==> src/rtl/apb_pkg.sv <==
// Shared APB bridge types and slot-map constants.
package apb_pkg;

    localparam int unsigned APB_SLOT_BITS      = 2;
    localparam int unsigned APB_NUM_SLOTS      = 4;
    localparam int unsigned APB_SLOT_SIZE_LOG2 = 12;

    typedef enum logic [1:0] {
        IDLE   = 2'd0,
        SETUP  = 2'd1,
        ACCESS = 2'd2,
        ERROR  = 2'd3
    } apb_state_e;

endpackage

==> src/rtl/apb_master_if.sv <==
// CPU-side request/response and APB bus signals of the bridge, grouped as one bundle.
interface apb_master_if;

    logic        transfer;
    logic        write;
    logic [31:0] addr;
    logic [31:0] wdata;
    logic        ready;
    logic        err;
    logic [31:0] rdata;

    logic [31:0] PADDR;
    logic [31:0] PWDATA;
    logic        PWRITE;
    logic        PENABLE;
    logic        PSEL0;
    logic        PSEL1;
    logic        PSEL2;
    logic        PSEL3;
    logic [31:0] PRDATA0;
    logic [31:0] PRDATA1;
    logic [31:0] PRDATA2;
    logic [31:0] PRDATA3;
    logic        PREADY0;
    logic        PREADY1;
    logic        PREADY2;
    logic        PREADY3;

    modport master (
        input  transfer, write, addr, wdata,
        output ready, err, rdata,
        output PADDR, PWDATA, PWRITE, PENABLE,
        output PSEL0, PSEL1, PSEL2, PSEL3,
        input  PRDATA0, PRDATA1, PRDATA2, PRDATA3,
        input  PREADY0, PREADY1, PREADY2, PREADY3
    );

    modport slave (
        output transfer, write, addr, wdata,
        input  ready, err, rdata,
        input  PADDR, PWDATA, PWRITE, PENABLE,
        input  PSEL0, PSEL1, PSEL2, PSEL3,
        output PRDATA0, PRDATA1, PRDATA2, PRDATA3,
        output PREADY0, PREADY1, PREADY2, PREADY3
    );

endinterface

==> src/rtl/apb_addr_decoder.sv <==
// Maps a byte address onto the 16 KB APB window: hit flag plus 4 KB slot index.
module apb_addr_decoder
    import apb_pkg::*;
#(
    parameter logic [31:0] BASE_ADDR = 32'h1000_0000
) (
    input  logic [31:0]              addr,
    output logic                     hit,
    output logic [APB_SLOT_BITS-1:0] slot
);

    localparam int unsigned WIN_LSB = APB_SLOT_SIZE_LOG2 + APB_SLOT_BITS;

    // Offset within a slot is the responder's business, not the decoder's.
    logic unused_offset_bits;

    assign hit  = (addr[31:WIN_LSB] == BASE_ADDR[31:WIN_LSB]);
    assign slot = addr[WIN_LSB-1:APB_SLOT_SIZE_LOG2];
    assign unused_offset_bits = ^addr[APB_SLOT_SIZE_LOG2-1:0];

endmodule

==> src/rtl/apb_master.sv <==
// APB initiator: decodes a CPU request to one of four responders, runs SETUP/ACCESS,
// and returns a one-cycle ready pulse with read data or an error (unmapped/timeout).
module apb_master
    import apb_pkg::*;
#(
    parameter logic [31:0] BASE_ADDR = 32'h1000_0000,
    parameter int unsigned TIMEOUT   = 16
) (
    input  logic            PCLK,
    input  logic            PRESET,
    apb_master_if.master    bus
);

    localparam int unsigned CW = (TIMEOUT > 1) ? $clog2(TIMEOUT) : 1;

    apb_state_e               state;
    logic [APB_SLOT_BITS-1:0] slot_q;
    logic [CW-1:0]            tcnt;

    logic                     dec_hit;
    logic [APB_SLOT_BITS-1:0] dec_slot;

    logic                     ready_q;
    logic                     err_q;
    logic [31:0]              rdata_q;
    logic [31:0]              paddr_q;
    logic [31:0]              pwdata_q;
    logic                     pwrite_q;

    logic [APB_NUM_SLOTS-1:0] psel_vec;
    logic                     sel_pready;
    logic [31:0]              sel_prdata;

    apb_addr_decoder #(
        .BASE_ADDR (BASE_ADDR)
    ) u_dec (
        .addr (bus.addr),
        .hit  (dec_hit),
        .slot (dec_slot)
    );

    // Only the registered slot is looked at, so other responders cannot complete us.
    always_comb begin
        sel_pready = 1'b0;
        sel_prdata = '0;
        case (slot_q)
            2'd0: begin sel_pready = bus.PREADY0; sel_prdata = bus.PRDATA0; end
            2'd1: begin sel_pready = bus.PREADY1; sel_prdata = bus.PRDATA1; end
            2'd2: begin sel_pready = bus.PREADY2; sel_prdata = bus.PRDATA2; end
            default: begin sel_pready = bus.PREADY3; sel_prdata = bus.PRDATA3; end
        endcase
    end

    always_comb begin
        psel_vec = '0;
        if (state == SETUP || state == ACCESS) begin
            psel_vec[slot_q] = 1'b1;
        end
    end

    always_ff @(posedge PCLK) begin
        if (PRESET) begin
            state    <= IDLE;
            slot_q   <= '0;
            tcnt     <= '0;
            ready_q  <= 1'b0;
            err_q    <= 1'b0;
            rdata_q  <= '0;
            paddr_q  <= '0;
            pwdata_q <= '0;
            pwrite_q <= 1'b0;
        end else begin
            ready_q <= 1'b0;
            err_q   <= 1'b0;
            case (state)
                IDLE: begin
                    if (bus.transfer) begin
                        if (dec_hit) begin
                            paddr_q  <= bus.addr;
                            pwdata_q <= bus.wdata;
                            pwrite_q <= bus.write;
                            slot_q   <= dec_slot;
                            state    <= SETUP;
                        end else begin
                            state <= ERROR;
                        end
                    end
                end
                SETUP: begin
                    tcnt  <= '0;
                    state <= ACCESS;
                end
                ACCESS: begin
                    if (sel_pready) begin
                        state   <= IDLE;
                        ready_q <= 1'b1;
                        rdata_q <= pwrite_q ? '0 : sel_prdata;
                    end else if (tcnt == CW'(TIMEOUT - 1)) begin
                        state   <= IDLE;
                        ready_q <= 1'b1;
                        err_q   <= 1'b1;
                        rdata_q <= '0;
                    end else begin
                        tcnt <= tcnt + 1'b1;
                    end
                end
                ERROR: begin
                    state   <= IDLE;
                    ready_q <= 1'b1;
                    err_q   <= 1'b1;
                    rdata_q <= '0;
                end
                default: state <= IDLE;
            endcase
        end
    end

    assign bus.ready   = ready_q;
    assign bus.err     = err_q;
    assign bus.rdata   = rdata_q;
    assign bus.PADDR   = paddr_q;
    assign bus.PWDATA  = pwdata_q;
    assign bus.PWRITE  = pwrite_q;
    assign bus.PENABLE = (state == ACCESS);
    assign bus.PSEL0   = psel_vec[0];
    assign bus.PSEL1   = psel_vec[1];
    assign bus.PSEL2   = psel_vec[2];
    assign bus.PSEL3   = psel_vec[3];

endmodule

==> src/flat_wrapper.sv <==
// flat-port wrapper written by rule: the top's interface ports become plain ports
module apb_master_flat import apb_pkg::*;
#(
    parameter logic [31:0] BASE_ADDR = 32'h1000_0000,
    parameter int unsigned TIMEOUT   = 16
)
  (PCLK, PRESET, bus_transfer, bus_write, bus_addr, bus_wdata, bus_ready, bus_err, bus_rdata, bus_PADDR, bus_PWDATA, bus_PWRITE, bus_PENABLE, bus_PSEL0, bus_PSEL1, bus_PSEL2, bus_PSEL3, bus_PRDATA0, bus_PRDATA1, bus_PRDATA2, bus_PRDATA3, bus_PREADY0, bus_PREADY1, bus_PREADY2, bus_PREADY3);
  apb_master_if bus_i ();
  input  logic PCLK;
  input  logic PRESET;
  input wire logic [$bits(bus_i.transfer)-1:0] bus_transfer;
  input wire logic [$bits(bus_i.write)-1:0] bus_write;
  input wire logic [$bits(bus_i.addr)-1:0] bus_addr;
  input wire logic [$bits(bus_i.wdata)-1:0] bus_wdata;
  output wire logic [$bits(bus_i.ready)-1:0] bus_ready;
  output wire logic [$bits(bus_i.err)-1:0] bus_err;
  output wire logic [$bits(bus_i.rdata)-1:0] bus_rdata;
  output wire logic [$bits(bus_i.PADDR)-1:0] bus_PADDR;
  output wire logic [$bits(bus_i.PWDATA)-1:0] bus_PWDATA;
  output wire logic [$bits(bus_i.PWRITE)-1:0] bus_PWRITE;
  output wire logic [$bits(bus_i.PENABLE)-1:0] bus_PENABLE;
  output wire logic [$bits(bus_i.PSEL0)-1:0] bus_PSEL0;
  output wire logic [$bits(bus_i.PSEL1)-1:0] bus_PSEL1;
  output wire logic [$bits(bus_i.PSEL2)-1:0] bus_PSEL2;
  output wire logic [$bits(bus_i.PSEL3)-1:0] bus_PSEL3;
  input wire logic [$bits(bus_i.PRDATA0)-1:0] bus_PRDATA0;
  input wire logic [$bits(bus_i.PRDATA1)-1:0] bus_PRDATA1;
  input wire logic [$bits(bus_i.PRDATA2)-1:0] bus_PRDATA2;
  input wire logic [$bits(bus_i.PRDATA3)-1:0] bus_PRDATA3;
  input wire logic [$bits(bus_i.PREADY0)-1:0] bus_PREADY0;
  input wire logic [$bits(bus_i.PREADY1)-1:0] bus_PREADY1;
  input wire logic [$bits(bus_i.PREADY2)-1:0] bus_PREADY2;
  input wire logic [$bits(bus_i.PREADY3)-1:0] bus_PREADY3;
  assign bus_i.transfer = bus_transfer;
  assign bus_i.write = bus_write;
  assign bus_i.addr = bus_addr;
  assign bus_i.wdata = bus_wdata;
  assign bus_ready = bus_i.ready;
  assign bus_err = bus_i.err;
  assign bus_rdata = bus_i.rdata;
  assign bus_PADDR = bus_i.PADDR;
  assign bus_PWDATA = bus_i.PWDATA;
  assign bus_PWRITE = bus_i.PWRITE;
  assign bus_PENABLE = bus_i.PENABLE;
  assign bus_PSEL0 = bus_i.PSEL0;
  assign bus_PSEL1 = bus_i.PSEL1;
  assign bus_PSEL2 = bus_i.PSEL2;
  assign bus_PSEL3 = bus_i.PSEL3;
  assign bus_i.PRDATA0 = bus_PRDATA0;
  assign bus_i.PRDATA1 = bus_PRDATA1;
  assign bus_i.PRDATA2 = bus_PRDATA2;
  assign bus_i.PRDATA3 = bus_PRDATA3;
  assign bus_i.PREADY0 = bus_PREADY0;
  assign bus_i.PREADY1 = bus_PREADY1;
  assign bus_i.PREADY2 = bus_PREADY2;
  assign bus_i.PREADY3 = bus_PREADY3;
  apb_master #(.BASE_ADDR(BASE_ADDR), .TIMEOUT(TIMEOUT)) u_core (.PCLK(PCLK), .PRESET(PRESET), .bus(bus_i));
endmodule
==> config.mk <==
export PLATFORM = sky130hd
export DESIGN_NAME = apb_master_flat
export DESIGN_NICKNAME = d
export VERILOG_FILES = /design/src/rtl/apb_pkg.sv /design/src/rtl/apb_master_if.sv /design/src/rtl/apb_addr_decoder.sv /design/src/rtl/apb_master.sv /design/src/flat_wrapper.sv
export SDC_FILE = /design/constraint.sdc
export NUM_CORES = 1
export LEC_CHECK = 0
export ABC_AREA = 0
export BUFFER_PORTS_ARGS = -buffer_cell sky130_fd_sc_hd__buf_2
export CAP_MARGIN = 10
export CORE_ASPECT_RATIO = 0.9
export CORE_MARGIN = 3
export CORE_UTILIZATION = 39
export CTS_CLUSTER_DIAMETER = 30
export DETAILED_ROUTE_END_ITERATION = 10
export MAX_ROUTING_LAYER = met4
export PLACE_DENSITY = 0.75
export SYNTH_ARGS = -nofsm -noshare
export SYNTH_HDL_FRONTEND = slang
export SYNTH_HIERARCHICAL = 1
export SYNTH_SLANG_ARGS = --single-unit
==> constraint.sdc <==
create_clock -name PCLK -period 2.2 [get_ports PCLK]
set_input_delay 0.33 -clock PCLK [delete_from_list [all_inputs] [get_ports PCLK]]
set_output_delay 0.33 -clock PCLK [all_outputs]
set_load 0.01 [all_outputs]
Word-level counts from Yosys, hierarchy flattened --
Cells that the tools add are included.
Cells by class: add/sub/neg operators 1, reduce and logical (&&, ||, !) cells 10, mux-type cells 22, $lt $le $gt $ge 2, equal/unequal tests 11
Operators with widths (number):
- two-way mux 32 bit | 3
- case mux 32 bit (3 select lines) | 1
- case mux 32 bit (2 select lines) | 1
- equality test 18 x 15 -> 1 bit, second input constant | 1
- two-way mux 4 bit | 3
- two-way mux 2 bit | 4
- case mux 2 bit (4 select lines) | 1
- case mux 4 bit (2 select lines) | 1
- equality test 2 bit, second input constant | 3
- != test 2 bit, second input constant | 3
- AND reduction 3 bit | 2
- adder 4 x 1 -> 4 bit, second input constant | 1
- equality test 2 x 1 -> 1 bit, second input constant | 2
- equality test 4 bit, second input constant | 1
- zero test 2 bit | 2
- two-way mux 1 bit | 4
- case mux 1 bit (2 select lines) | 2
- AND reduction 2 bit | 2
- nonzero test 2 bit | 2
- < comparator 2 x 3 -> 1 bit, second input constant | 1
- != test 3 x 1 -> 1 bit, second input constant | 1
- case mux 1 bit (3 select lines) | 1
- demux 1 bit (select 2 bit) | 1
- >= comparator 2 x 1 -> 1 bit, second input constant | 1
- 2 further kinds | 2
Storage, ports and cells: output and inout bits 104, logic and storage cells 55, bits of input ports 200, flip-flop bits (word level) 107

Depth between registers and ports, before layout --
Gate-level depths: netlist (run 1).
depth after elaboration 5, mapped depth 9, mapped depth without buffers 6

By module --
The synthesis (run 1) kept the hierarchy.
By module, submodules not included:
- apb_master | instances 1, cells an instance 538, area an instance 4901.0 um^2
- apb_addr_decoder | instances 1, cells an instance 9, area an instance 62.6 um^2

Worst setup path before layout (run 1) --
Ideal clock, no wire load.
path kind input to register, start input bus_addr[24], end register u_core.paddr_q[0], in the netlist u_core/bus.PADDR[0], data arrival time 1.988 ns, stages 9, path buffers 3, slack 0.141 ns, path through nor4_1 -> nand4_1 -> nor4_2 -> and3_1 -> clkbuf_1 -> clkbuf_1 -> buf_1 -> nand2_1 -> a21oi_1
On the way: word-level cells in the longest chain between the ends 2
RTL lines:
- from (decl) | line flat_wrapper.sv:13 | input wire logic [$bits(bus_i.addr)-1:0] bus_addr;
- equality test 18 x 15 -> 1 bit | line apb_addr_decoder.sv:17 | assign hit = (addr[31:WIN_LSB] == BASE_ADDR[31:WIN_LSB]);
- named net u_core.dec_hit | line apb_master.sv:20 | logic dec_hit;
- AND reduction 3 bit (no source line)
- to (signal assigned) | line apb_master.sv:79 | paddr_q <= bus.addr;
- to (decl) | line apb_master.sv:26 | logic [31:0] paddr_q;
The timed path passes the listed nets, and every way through them passes these cells. A chain may end at the register's enable or synchronous reset.

Worst setup path after layout (run 1) --
start register u_core.state[0], end output bus_PSEL1
On the way: word-level cells in the longest chain between the ends 3, elaborated cells on any way between the ends 4
RTL lines:
- from (decl) | line apb_master.sv:16 | apb_state_e state;
- from (signal assigned) | line apb_master.sv:63 | state <= IDLE;
- from (signal assigned) | line apb_master.sv:83 | state <= SETUP;
- from (signal assigned) | line apb_master.sv:85 | state <= ERROR;
- equality test 2 x 1 -> 1 bit or equality test 2 bit (tied branches) | line apb_master.sv:56 | if (state == SETUP || state == ACCESS) begin
- logical OR 1 bit (*) | line apb_master.sv:56
- two-way mux 4 bit (*) | line apb_master.sv:56
- to (decl) | line flat_wrapper.sv:23 | output wire logic [$bits(bus_i.PSEL1)-1:0] bus_PSEL1;
Mark *: on every way between the ends. The rest lies on a longest branch, timed or not.

==> reports/metrics.json, run 1 <==
{
  "cellInternalPower_mw": 3.50,
  "run_status": "completed",
  "flow.area_growth_from_synthesis_pct": 39.6,
  "finalClockSkew_ns": 0.0113,
  "drt_pass1_iterations": 4,
  "total_of_hold_buffers_inserted_after_clock_tree_synthesis": 0,
  "path_cells": "inv_1 > ha_2 > inv_1 > nor3b_1 > buf_2",
  "hpwl_um": 12100,
  "setup_slack_ns": 0.188,
  "first_pass_grt_wire_length_um": 24600,
  "power-per-cell-area_mw_per_mm2": 705,
  "netlist_area_mm2": 0.00496,
  "cts_htree_levels": 3,
  "critical_path_required_ns": 1.87,
  "gr-usage-all-layers": 0.222,
  "finalNonFillerCells": 991,
  "worst_pin_slew_ns": 0.683,
  "synth.largest_area_cell": "sky130_fd_sc_hd__dfxtp_1",
  "grt_pass1_vias": 4872,
  "fp.dieArea_mm2": 0.0141,
  "drive_gt1_frac": 0.452,
  "synth-main-ff-cell": "sky130_fd_sc_hd__dfxtp_1",
  "worstSkewPairLatency_ns": 0.34,
  "maxCapViolations": 0,
  "setup.worst_path.start_class": "flip-flop",
  "area_taken_by_multi_input_logic_gates_mm2": 0.00259,
  "path_max_fanout": 7,
  "relSlewSlack": 0.545,
  "syn_area_per_cell_um2": 9.07,
  "drt-total-wl_um": 16100,
  "synth_area_leaders": "sky130_fd_sc_hd__dfxtp_1 (43%), sky130_fd_sc_hd__mux4_2 (15%), sky130_fd_sc_hd__nand2_1 (13%)",
  "pin_count": 304,
  "total_congestion_overflow": 0,
  "placement.io_buffers": 303,
  "cts.root.buffer_cell": "sky130_fd_sc_hd__clkbuf_16",
  "leakage_power_of_the_design_nw": 3.18,
  "maximum_vdd_ir_drop_v": 0.000491,
  "netSwitchingPower_mw": 1.39,
  "post_synth_inst_count": 547,
  "ws_path_type": "reg2out",
  "gp_routability_congestion": 0.853,
  "cts_num_sinks": 107,
  "dr.first_iter.drc_count": 243,
  "synth_enable_flop_cells": 0,
  "die_h_um": 113,
  "layout_min_cycle_time_ns": 2.01,
  "dpl_worst_slack_ns": 0.0180,
  "antenna_violating_nets_post_route": 0,
  "worstHoldPathType": "in2reg",
  "synthesis.yosys.warnings": 6,
  "crit_arrival_ns": 1.68,
  "fin_crit_sh": 0.914,
  "fillers": 1141,
  "power_share_of_the_sequential_group": 0.430,
  "floorplan.core_area_mm2": 0.0123,
  "final_nets": 1030,
  "initial_utilization": 0.405,
  "slowest_stage": "sky130_fd_sc_hd__ha_2",
  "crit_path_end_kind": "output port",
  "layout.cells.most_common": "sky130_fd_sc_hd__buf_2",
  "route.vias.total": 5039,
  "pin_count_of_the_biggest_net_entering_global_routing": 65,
  "die_width_um": 125,
  "finalSetupTns_ns": 0,
  "syn-num-nets": 752,
  "viasPerCell": 5.08,
  "asyncSetResetFlopFracSynth": 0,
  "routed_wire_length_per_instance_um": 16.3,
  "most-common-layout-cells": "sky130_fd_sc_hd__buf_2 (303), sky130_fd_sc_hd__nand2_1 (170), sky130_fd_sc_hd__dfxtp_1 (104), sky130_fd_sc_hd__a21oi_1 (69), sky130_fd_sc_hd__nand3_1 (36)",
  "cpPeakStageDelay_ns": 0.41,
  "final-max-slew-violation-count": 0,
  "part_of_the_power_in_the_clock_network": 0.342,
  "cts_tree": "built",
  "post_cts_resized": 0,
  "combined_flip_flop_and_latch_cell_area_mm2": 0.00215,
  "rsz_0062_raised_after_global_routing": "no",
  "post-cts-setup-buffer-count": 0,
  "clkTransAtPathRegs_ns": 0.08,
  "finalPower_mw": 4.89,
  "fp-row-count": 38,
  "drc": 0,
  "cpMostUsedCell": "sky130_fd_sc_hd__inv_1",
  "synth_top_area_frac": 0.432,
  "ys_ff_latch": 107,
  "max_freq_mhz": 497,
  "yosysSeqAreaShare": 0.432,
  "share_of_power_burned_in_combinational_logic": 0.228,
  "switching_share": 0.284,
  "grt_antenna_before_repair": 1,
  "final_setup_vio_count": 0,
  "numPlacedInstances": 974,
  "finalHoldViolations": 0,
  "cts_buffer_depth": 2,
  "cts_made_buffers": 9,
  "synth.lib_cells_used.distinct": 35
}
==> worst max-delay path, delay by kind of cell (launching register included) <==
family / cells / cell delay, ns
adder cells (fa/ha/maj): 1 / 0.41
AND/OR/NAND/NOR: 1 / 0.19
flip-flops: 1 / 0.39
buffers and inverters: 3 / 0.35
==> final timing paths <==
| kind | startpoint | endpoint | slack (ns) | cells after the start |
|---|---|---|---|---|
| max | u_core/state[0]$_SDFFE_PP0P_ | bus_PSEL1 | 0.19 | 5 |
| min | bus_wdata[11] | u_core/bus.PWDATA[11]$_SDFFE_PP0P_ | 0.22 | 3 |
| max reg2reg | u_core/slot_q[0]$_SDFFE_PP0P_ | u_core/bus.rdata[9]$_SDFFE_PP0P_ | 0.26 | 4 |
| min reg2reg | u_core/bus.PADDR[7]$_SDFFE_PP0P_ | u_core/bus.PADDR[7]$_SDFFE_PP0P_ | 0.45 | 2 |
==> synth_stat cells (all sizes together) (2+ instances only) <==
library cell    n
mux2i          32
clkbuf         31
nor4            5
o31ai           2
or4             2
o21ai           2
o211ai          2
ha              5
and3            3
buf            16
nor2            2
nand3b          2
nor3            3
nand3          37
a21oi          69
dfxtp         107
nand2         170
inv             8
nand2b          4
mux4           33
o31a            3
==> cell families (layout without fill, tap and decap cells) <==
group / after synthesis / after routing / share of synthesized area
fa+ha+maj: 5 / 5 / 0.0126
buf+inv: 56 / 339 / 0.0497
other cells: 0 / 1 / 0
flops: 107 / 107 / 0.432
simple gates: 231 / 231 / 0.197
compound gates: 83 / 83 / 0.0950
mux: 65 / 65 / 0.214
==> stage by stage <==
stage / util / hold WS, ns / area, µm²
final: 0.565 / 0.220 / 6930
after global routing: 0.565 / 0.202 / 6930
after CTS: 0.564 / 0.203 / 6920
after detailed placement: 0.539 / 0.444 / 6610
after global placement: 0.539 / 0.439 / 6610
after floorplan: - / 0.448 / 4960
==> layout make-up <==
cell class | count | share of cell area
Multi-Input combinational cell | 384 | 0.374
Inverter | 9 | 0.00487
Tap cell | 160 | 0.0289
Antenna cell | 1 | 0.000361
Clock buffer | 10 | 0.0345
Clock inverter | 6 | 0.0103
Sequential cell | 107 | 0.310
Timing Repair Buffer | 314 | 0.238
==> sequential cells by signal, summed over array words and instances, names as in the netlist <==
register	cells
u_core/bus.PADDR	32
u_core/bus.PWDATA	32
u_core/bus.PWRITE	1
u_core/bus.err	1
u_core/bus.rdata	32
u_core/bus.ready	1
u_core/slot_q	2
u_core/state	2
u_core/tcnt	4
==> power by group through the flow <==
stage | clock, mW | combinational, mW | sequential [mW]
after floorplan | 0 | 0.652 | 2.18
after global placement | 0 | 1.10 | 2.15
after detailed placement | 0 | 1.11 | 2.15
after CTS | 1.73 | 1.11 | 2.10
after global routing | 1.81 | 1.20 | 2.12
final | 1.67 | 1.11 | 2.10
==> metal layers <==
layer	track usage	share of wire
met4	0.0744	0.024
met2	0.376	0.50
met1	0.260	0.40
met3	0.0543	0.071
met5	-	0
Power figures use the tool's default switching activity.
==> run 2, diff against run 1 <==
Settings changed: CTS_BUF_LIST set to sky130_fd_sc_hd__clkbuf_16.
==> run 2 against run 1 <==
  * Sequential share of layout area about the same
  * Non-clock buffer count unchanged
  * Sequential cell count unchanged
  * Sequential power about the same
  * Clock skew decreased by 0.0024 ns
  * Cell area decreased by 0.14%
  * Clock-buffer cell count decreased by 1
  * Critical path type unchanged
  * Largest cell class unchanged
  * Highest routed layer unchanged
==> reports/metrics.json, run 2 (synthesis results as in run 1) <==
{
  "drc": {"value": 0, "change": "unchanged"},
  "relSlewSlack": {"value": 0.550, "change": "+0.00556"},
  "critical_path_required": {"value": 1.87, "unit": "ns", "change": "about the same"},
  "worstPathBufferInverterCount": {"value": 3, "change": "unchanged"},
  "cpPeakStageDelay": {"value": 0.41, "unit": "ns", "change": "about the same"},
  "hold-worst-slack": {"value": 0.223, "unit": "ns", "change": "+0.00237 ns"},
  "slowest_stage": "sky130_fd_sc_hd__ha_2",
  "finalClockSkew": {"value": 0.00890, "unit": "ns", "change": "-0.00244 ns"},
  "routed_wire_length_per_instance": {"value": 16.2, "unit": "µm", "change": "-0.17%"},
  "fp-row-count": {"value": 38, "change": "unchanged"},
  "power-per-cell-area": {"value": 701, "unit": "mW/mm²", "change": "-0.66%"},
  "holdPathStages": {"value": 3, "change": "unchanged"},
  "maxCapViolations": {"value": 0, "change": "unchanged"},
  "timing.critical_path.max_delay_family": "adder cells",
  "gp_routability_congestion": {"value": 0.853, "change": "unchanged"},
  "pin_count": {"value": 304, "change": "unchanged"},
  "finalPower": {"value": 4.85, "unit": "mW", "change": "-0.80%"},
  "cts_tree": "built",
  "final_nets": {"value": 1030, "change": "unchanged"},
  "worstHoldPathType": "in2reg",
  "route.vias.total": {"value": 5035, "change": "-0.079%"},
  "holdPathEnd": "u_core/bus.PADDR[7]$_SDFFE_PP0P_",
  "path_max_fanout": {"value": 7, "change": "unchanged"},
  "floorplan.core_area": {"value": 0.0123, "unit": "mm²", "change": "unchanged"},
  "pin_count_of_the_biggest_net_entering_global_routing": {"value": 65, "change": "unchanged"},
  "maximum_vdd_ir_drop": {"value": 0.000530, "unit": "V", "change": "+7.8%"},
  "grt_antenna_before_repair": {"value": 1, "change": "unchanged"},
  "dr.first_iter.drc_count": {"value": 235, "change": "-3.3%"},
  "total_congestion_overflow": {"value": 0, "change": "unchanged"},
  "hpwl": {"value": 12100, "unit": "µm", "change": "unchanged"},
  "initial_utilization": {"value": 0.405, "change": "unchanged"},
  "viasPerCell": {"value": 5.08, "change": "about the same"},
  "layout.cells.most_common": "sky130_fd_sc_hd__buf_2",
  "rrSetupSlack": {"value": 0.25, "unit": "ns", "change": "about the same"},
  "layout_min_cycle_time": {"value": 2.01, "unit": "ns", "change": "-0.000819 ns"},
  "r2r-end": "u_core/bus.rdata[9]$_SDFFE_PP0P_",
  "cts_made_buffers": {"value": 9, "change": "unchanged"},
  "timing.reg2reg.worst_path_depth": {"value": 4, "change": "unchanged"},
  "drive_gt1_frac": {"value": 0.451, "change": "-0.00120"},
  "placement.io_buffers": {"value": 303, "change": "unchanged"},
  "finalSetupTns": {"value": 0, "unit": "ns", "change": "unchanged"},
  "fp.dieArea": {"value": 0.0141, "unit": "mm²", "change": "unchanged"},
  "antenna_violating_nets_post_route": {"value": 0, "change": "unchanged"},
  "run_status": "completed",
  "grt_pass1_vias": {"value": 4865, "change": "-0.14%"},
  "drt-total-wl": {"value": 16100, "unit": "µm", "change": "-0.17%"},
  "most-common-layout-cells": "sky130_fd_sc_hd__buf_2 (303), sky130_fd_sc_hd__nand2_1 (170), sky130_fd_sc_hd__dfxtp_1 (104), sky130_fd_sc_hd__a21oi_1 (69), sky130_fd_sc_hd__nand3_1 (36)",
  "leakage_power_of_the_design": {"value": 3.18, "unit": "nW", "change": "-0.18%"},
  "die_h": {"value": 113, "unit": "µm", "change": "unchanged"},
  "cts_buffer_depth": {"value": 2, "change": "unchanged"},
  "setup_slack": {"value": 0.189, "unit": "ns", "change": "+0.000819 ns"},
  "cts_num_sinks": {"value": 107, "change": "unchanged"},
  "crit_arrival": {"value": 1.68, "unit": "ns", "change": "about the same"},
  "fillers": {"value": 1141, "change": "unchanged"},
  "max_freq": {"value": 497, "unit": "MHz", "change": "about the same"},
  "fin_util": {"value": 0.564, "change": "-0.000816"},
  "worstSkewPairLatency": {"value": 0.34, "unit": "ns", "change": "about the same"},
  "first_pass_grt_wire_length": {"value": 24600, "unit": "µm", "change": "about the same"},
  "path_cells": "inv_1 > ha_2 > inv_1 > nor3b_1 > buf_2",
  "cts_htree_levels": {"value": 3, "change": "unchanged"},
  "min-delay-start": "bus_addr[7]",
  "finalHoldViolations": {"value": 0, "change": "unchanged"},
  "fin_crit_sh": {"value": 0.914, "change": "about the same"},
  "final_setup_vio_count": {"value": 0, "change": "unchanged"},
  "crit_path_end_kind": "output port",
  "dpl_worst_slack": {"value": 0.0180, "unit": "ns", "change": "unchanged"},
  "drt_pass1_iterations": {"value": 5, "change": "+1"},
  "rsz_0062_raised_after_global_routing": "no",
  "cts.root.buffer_cell": "sky130_fd_sc_hd__clkbuf_16",
  "cpMostUsedCell": "sky130_fd_sc_hd__inv_1",
  "die_width": {"value": 125, "unit": "µm", "change": "unchanged"},
  "setup.worst_path.start_class": "flip-flop",
  "ws_path_type": "reg2out",
  "final-max-slew-violation-count": {"value": 0, "change": "unchanged"},
  "flow.area_growth_from_synthesis_pct": 39.4,
  "worst_r2r_startpoint": "u_core/slot_q[0]$_SDFFE_PP0P_",
  "worst_pin_slew": {"value": 0.675, "unit": "ns", "change": "-0.00834 ns"},
  "gr-usage-all-layers": {"value": 0.221, "change": "-0.000415"},
  "clkTransAtPathRegs": {"value": 0.07, "unit": "ns", "change": "about the same"}
}
## run 2: metal layers
layer,routed length [µm],vias to the layer above,global-route usage
li1,-,2453,-
met1,6460,2351,0.260
met2,8120,211,0.376
met5,0,-,-
met3,1150,20,0.0529
met4,368,0,0.0744
## run 2: how the worst max path moves through the flow
stage / from / endpoint / cells after the start
5_1_grt: u_core/state[0]$_SDFFE_PP0P_ / bus_PSEL1 / 5
4_1_cts: u_core/state[1]$_SDFFE_PP0P_ / bus_PSEL1 / 5
6_report: u_core/state[0]$_SDFFE_PP0P_ / bus_PSEL1 / 5
2_1_floorplan: bus_addr[24] / u_core/bus.PADDR[0]$_SDFFE_PP0P_ / 9
3_3_place_gp: bus_addr[20] / u_core/bus.PADDR[6]$_SDFFE_PP0P_ / 8
3_5_place_dp: bus_addr[20] / u_core/bus.PWDATA[4]$_SDFFE_PP0P_ / 8
## run 2: timing repair
action	CTS	global route
setup buffers	0	0
gates resized for setup	0	2
hold buffers	0	0
endpoints found under the setup margin	0	2
hold endpoints to repair	0	0
## run 2: final cells by class
type	count	area (µm²)	area share
Inverter	9	33.8	0.00488
Tap cell	160	200	0.0289
Antenna cell	1	2.50	0.000362
Sequential cell	107	2150	0.310
Clock buffer	9	225	0.0325
Clock inverter	7	75.1	0.0108
Multi-Input combinational cell	384	2590	0.374
Timing Repair Buffer	314	1650	0.238
## run 2: stage by stage
| stage | std cells | area, µm² |
|---|---|---|
| 4_1_cts | 990 | 6910 |
| 3_5_place_dp | 974 | 6610 |
| 3_3_place_gp | 974 | 6610 |
| 2_1_floorplan | 547 | 4960 |
| 5_1_grt | 991 | 6920 |
| 6_report | 991 | 6920 |
## run 2: where the power goes
| part | total (mW) | leakage, nW | internal, mW | switching, mW |
|---|---|---|---|---|
| clock network | 1.63 | 0.145 | 0.892 | 0.741 |
| registers | 2.10 | 0.865 | 2.04 | 0.0607 |
| logic | 1.11 | 2.17 | 0.528 | 0.585 |
| total | 4.85 | 3.18 | 3.46 | 1.39 |
## run 2: tightest hold or removal path, delay by kind of cell
kind,cells,cell delay (ns)
buffers and inverters,1,0.09
AOI/OAI and AO/OA,1,0.05
and+or+nand+nor,1,0.04
==> run 3, diff against run 2 <==
Settings changed: MAX_ROUTING_LAYER met4 to unset.
==> run 3 against run 2 <==
  * Worst setup slack lost 0.00076 ns
  * Register-to-register slack is essentially flat
  * Sequential cell count did not move
  * Non-clock buffer count unchanged
  * Total power about the same
  * Critical path type unchanged
  * Largest cell class unchanged
==> reports/metrics.json, run 3 (synthesis results as in run 1) <==
{
  "run_status": "completed",
  "finalNonFillerCells": {"value": 991, "change": "unchanged"},
  "dpl_worst_slack": {"value": 0.0180, "unit": "ns", "change": "unchanged"},
  "share_of_power_burned_in_combinational_logic": {"value": 0.229, "change": "about the same"},
  "rsz_0062_raised_after_global_routing": "no",
  "cts.root.buffer_cell": "sky130_fd_sc_hd__clkbuf_16",
  "cellInternalPower": {"value": 3.46, "unit": "mW", "change": "about the same"},
  "cts_made_buffers": {"value": 9, "change": "unchanged"},
  "die_h": {"value": 113, "unit": "µm", "change": "unchanged"},
  "routed_wire_length_per_instance": {"value": 16.2, "unit": "µm", "change": "-0.30%"},
  "finalPower": {"value": 4.85, "unit": "mW", "change": "about the same"},
  "max_freq": {"value": 497, "unit": "MHz", "change": "about the same"},
  "detailed_place.area": {"value": 0.00661, "unit": "mm²", "change": "unchanged"},
  "final_setup_vio_count": {"value": 0, "change": "unchanged"},
  "drc": {"value": 0, "change": "unchanged"},
  "power-per-cell-area": {"value": 701, "unit": "mW/mm²", "change": "about the same"},
  "finalHoldViolations": {"value": 0, "change": "unchanged"},
  "netSwitchingPower": {"value": 1.39, "unit": "mW", "change": "+0.20%"},
  "cts_tree": "built",
  "most-common-layout-cells": "sky130_fd_sc_hd__buf_2 (303), sky130_fd_sc_hd__nand2_1 (170), sky130_fd_sc_hd__dfxtp_1 (104), sky130_fd_sc_hd__a21oi_1 (69), sky130_fd_sc_hd__nand3_1 (36)",
  "power_share_of_the_sequential_group": {"value": 0.434, "change": "about the same"},
  "part_of_the_power_in_the_clock_network": {"value": 0.337, "change": "about the same"},
  "finalSetupTns": {"value": 0, "unit": "ns", "change": "unchanged"},
  "antenna_violating_nets_post_route": {"value": 0, "change": "unchanged"},
  "clkTransAtPathRegs": {"value": 0.07, "unit": "ns", "change": "about the same"},
  "numPlacedInstances": {"value": 974, "change": "unchanged"},
  "flow.area_growth_from_synthesis": {"value": 39.4, "unit": "%", "change": "unchanged"},
  "grt_pass1_vias": {"value": 4838, "change": "-0.55%"},
  "dr.first_iter.drc_count": {"value": 252, "change": "+7.2%"},
  "final_nets": {"value": 1030, "change": "unchanged"},
  "layout.cells.most_common": "sky130_fd_sc_hd__buf_2",
  "final_cell_area_excluding_filler_cells": {"value": 0.00692, "unit": "mm²", "change": "unchanged"},
  "worst_pin_slew": {"value": 0.683, "unit": "ns", "change": "+0.00854 ns"},
  "drt_pass1_iterations": {"value": 4, "change": "-1"},
  "first_pass_grt_wire_length": {"value": 24600, "unit": "µm", "change": "unchanged"},
  "relSlewSlack": {"value": 0.545, "change": "-0.00569"},
  "gr-usage-all-layers": {"value": 0.214, "change": "-0.00674"},
  "drive_gt1_frac": {"value": 0.451, "change": "unchanged"},
  "cts_buffer_depth": {"value": 2, "change": "unchanged"},
  "post_cts_resized": {"value": 0, "change": "unchanged"},
  "route.vias.total": {"value": 5048, "change": "+0.26%"},
  "final-max-slew-violation-count": {"value": 0, "change": "unchanged"},
  "fin_crit_sh": {"value": 0.914, "change": "about the same"},
  "finalClockSkew": {"value": 0.00911, "unit": "ns", "change": "+0.000205 ns"},
  "critical_path_required": {"value": 1.87, "unit": "ns", "change": "about the same"},
  "total_congestion_overflow": {"value": 0, "change": "unchanged"},
  "hpwl": {"value": 12100, "unit": "µm", "change": "unchanged"},
  "leakage_power_of_the_design": {"value": 3.18, "unit": "nW", "change": "unchanged"},
  "viasPerCell": {"value": 5.09, "change": "+0.26%"},
  "fp-row-count": {"value": 38, "change": "unchanged"},
  "post-cts-setup-buffer-count": {"value": 0, "change": "unchanged"},
  "grt_antenna_before_repair": {"value": 1, "change": "unchanged"},
  "setup_slack": {"value": 0.188, "unit": "ns", "change": "-0.000760 ns"},
  "ws_path_type": "reg2out",
  "cts_num_sinks": {"value": 107, "change": "unchanged"},
  "worstHoldPathType": "in2reg",
  "setup.worst_path.start_class": "flip-flop",
  "switching_share": {"value": 0.286, "change": "+0.000414"},
  "crit_path_end_kind": "output port",
  "pin_count_of_the_biggest_net_entering_global_routing": {"value": 65, "change": "unchanged"},
  "die_width": {"value": 125, "unit": "µm", "change": "unchanged"},
  "fp.dieArea": {"value": 0.0141, "unit": "mm²", "change": "unchanged"},
  "floorplan.core_area": {"value": 0.0123, "unit": "mm²", "change": "unchanged"},
  "cts_htree_levels": {"value": 3, "change": "unchanged"},
  "path_max_fanout": {"value": 7, "change": "unchanged"},
  "worstSkewPairLatency": {"value": 0.34, "unit": "ns", "change": "about the same"},
  "maxCapViolations": {"value": 0, "change": "unchanged"},
  "maximum_vdd_ir_drop": {"value": 0.000530, "unit": "V", "change": "+0.14%"},
  "rrSetupSlack": {"value": 0.25, "unit": "ns", "change": "about the same"},
  "total_of_hold_buffers_inserted_after_clock_tree_synthesis": {"value": 0, "change": "unchanged"},
  "gp_routability_congestion": {"value": 0.840, "change": "-1.5%"},
  "pin_count": {"value": 304, "change": "unchanged"},
  "initial_utilization": {"value": 0.405, "change": "unchanged"},
  "drt-total-wl": {"value": 16000, "unit": "µm", "change": "-0.30%"},
  "layout_min_cycle_time": {"value": 2.01, "unit": "ns", "change": "+0.000760 ns"},
  "placement.io_buffers": {"value": 303, "change": "unchanged"},
  "crit_arrival": {"value": 1.68, "unit": "ns", "change": "about the same"}
}
run 3: cell counts in the layout (fill, tap and decap cells not counted):
Identical to the previous run, type by type.
run 3: per-stage QoR:
step,util,hold slack (ns)
floorplan,-,0.448
global placement,0.539,0.439
detailed placement,0.539,0.444
CTS,0.564,0.203
global route,0.564,0.206
finish,0.564,0.222
run 3: power by group through the flow:
stage,clock [mW],combinational (mW),sequential (mW)
finish,1.64,1.11,2.10
detailed placement,0,1.11,2.15
floorplan,0,0.652,2.18
global route,1.77,1.20,2.12
global placement,0,1.10,2.15
CTS,1.69,1.11,2.10
run 3: metal layers:
metal,wire length (µm),track usage,vias to the layer above,share of wire
met5,0,0,-,0
met2,8040,0.376,207,0.50
met3,1250,0.0656,24,0.078
met1,6380,0.251,2366,0.40
li1,-,-,2451,-
met4,376,0.0744,0,0.023
run 3: critical path: stages, from the launching register on:
cell and delay, ns:
sky130_fd_sc_hd__dfxtp_1 0.39, sky130_fd_sc_hd__inv_1 0.08, sky130_fd_sc_hd__ha_2 0.41, sky130_fd_sc_hd__inv_1 0.12, sky130_fd_sc_hd__nor3b_1 0.19, sky130_fd_sc_hd__buf_2 0.15
run 3: worst paths after layout:
path | start | endpoint | depth (start not counted)
worst max-delay path | u_core/state[0]$_SDFFE_PP0P_ | bus_PSEL1 | 5
worst min-delay path | bus_addr[7] | u_core/bus.PADDR[7]$_SDFFE_PP0P_ | 3
worst max register to register | u_core/slot_q[0]$_SDFFE_PP0P_ | u_core/bus.rdata[9]$_SDFFE_PP0P_ | 4
worst min register to register | u_core/bus.PADDR[7]$_SDFFE_PP0P_ | u_core/bus.PADDR[7]$_SDFFE_PP0P_ | 2
run 3: area by class of cell:
cell class / instances / area (µm²)
inverter: 9 / 33.8
antenna: 1 / 2.50
timing repair buffer: 314 / 1650
clock buffer: 9 / 225
multi-input combinational: 384 / 2590
tap: 160 / 200
sequential: 107 / 2150
fill: 1141 / 5350
clock inverter: 7 / 75.1
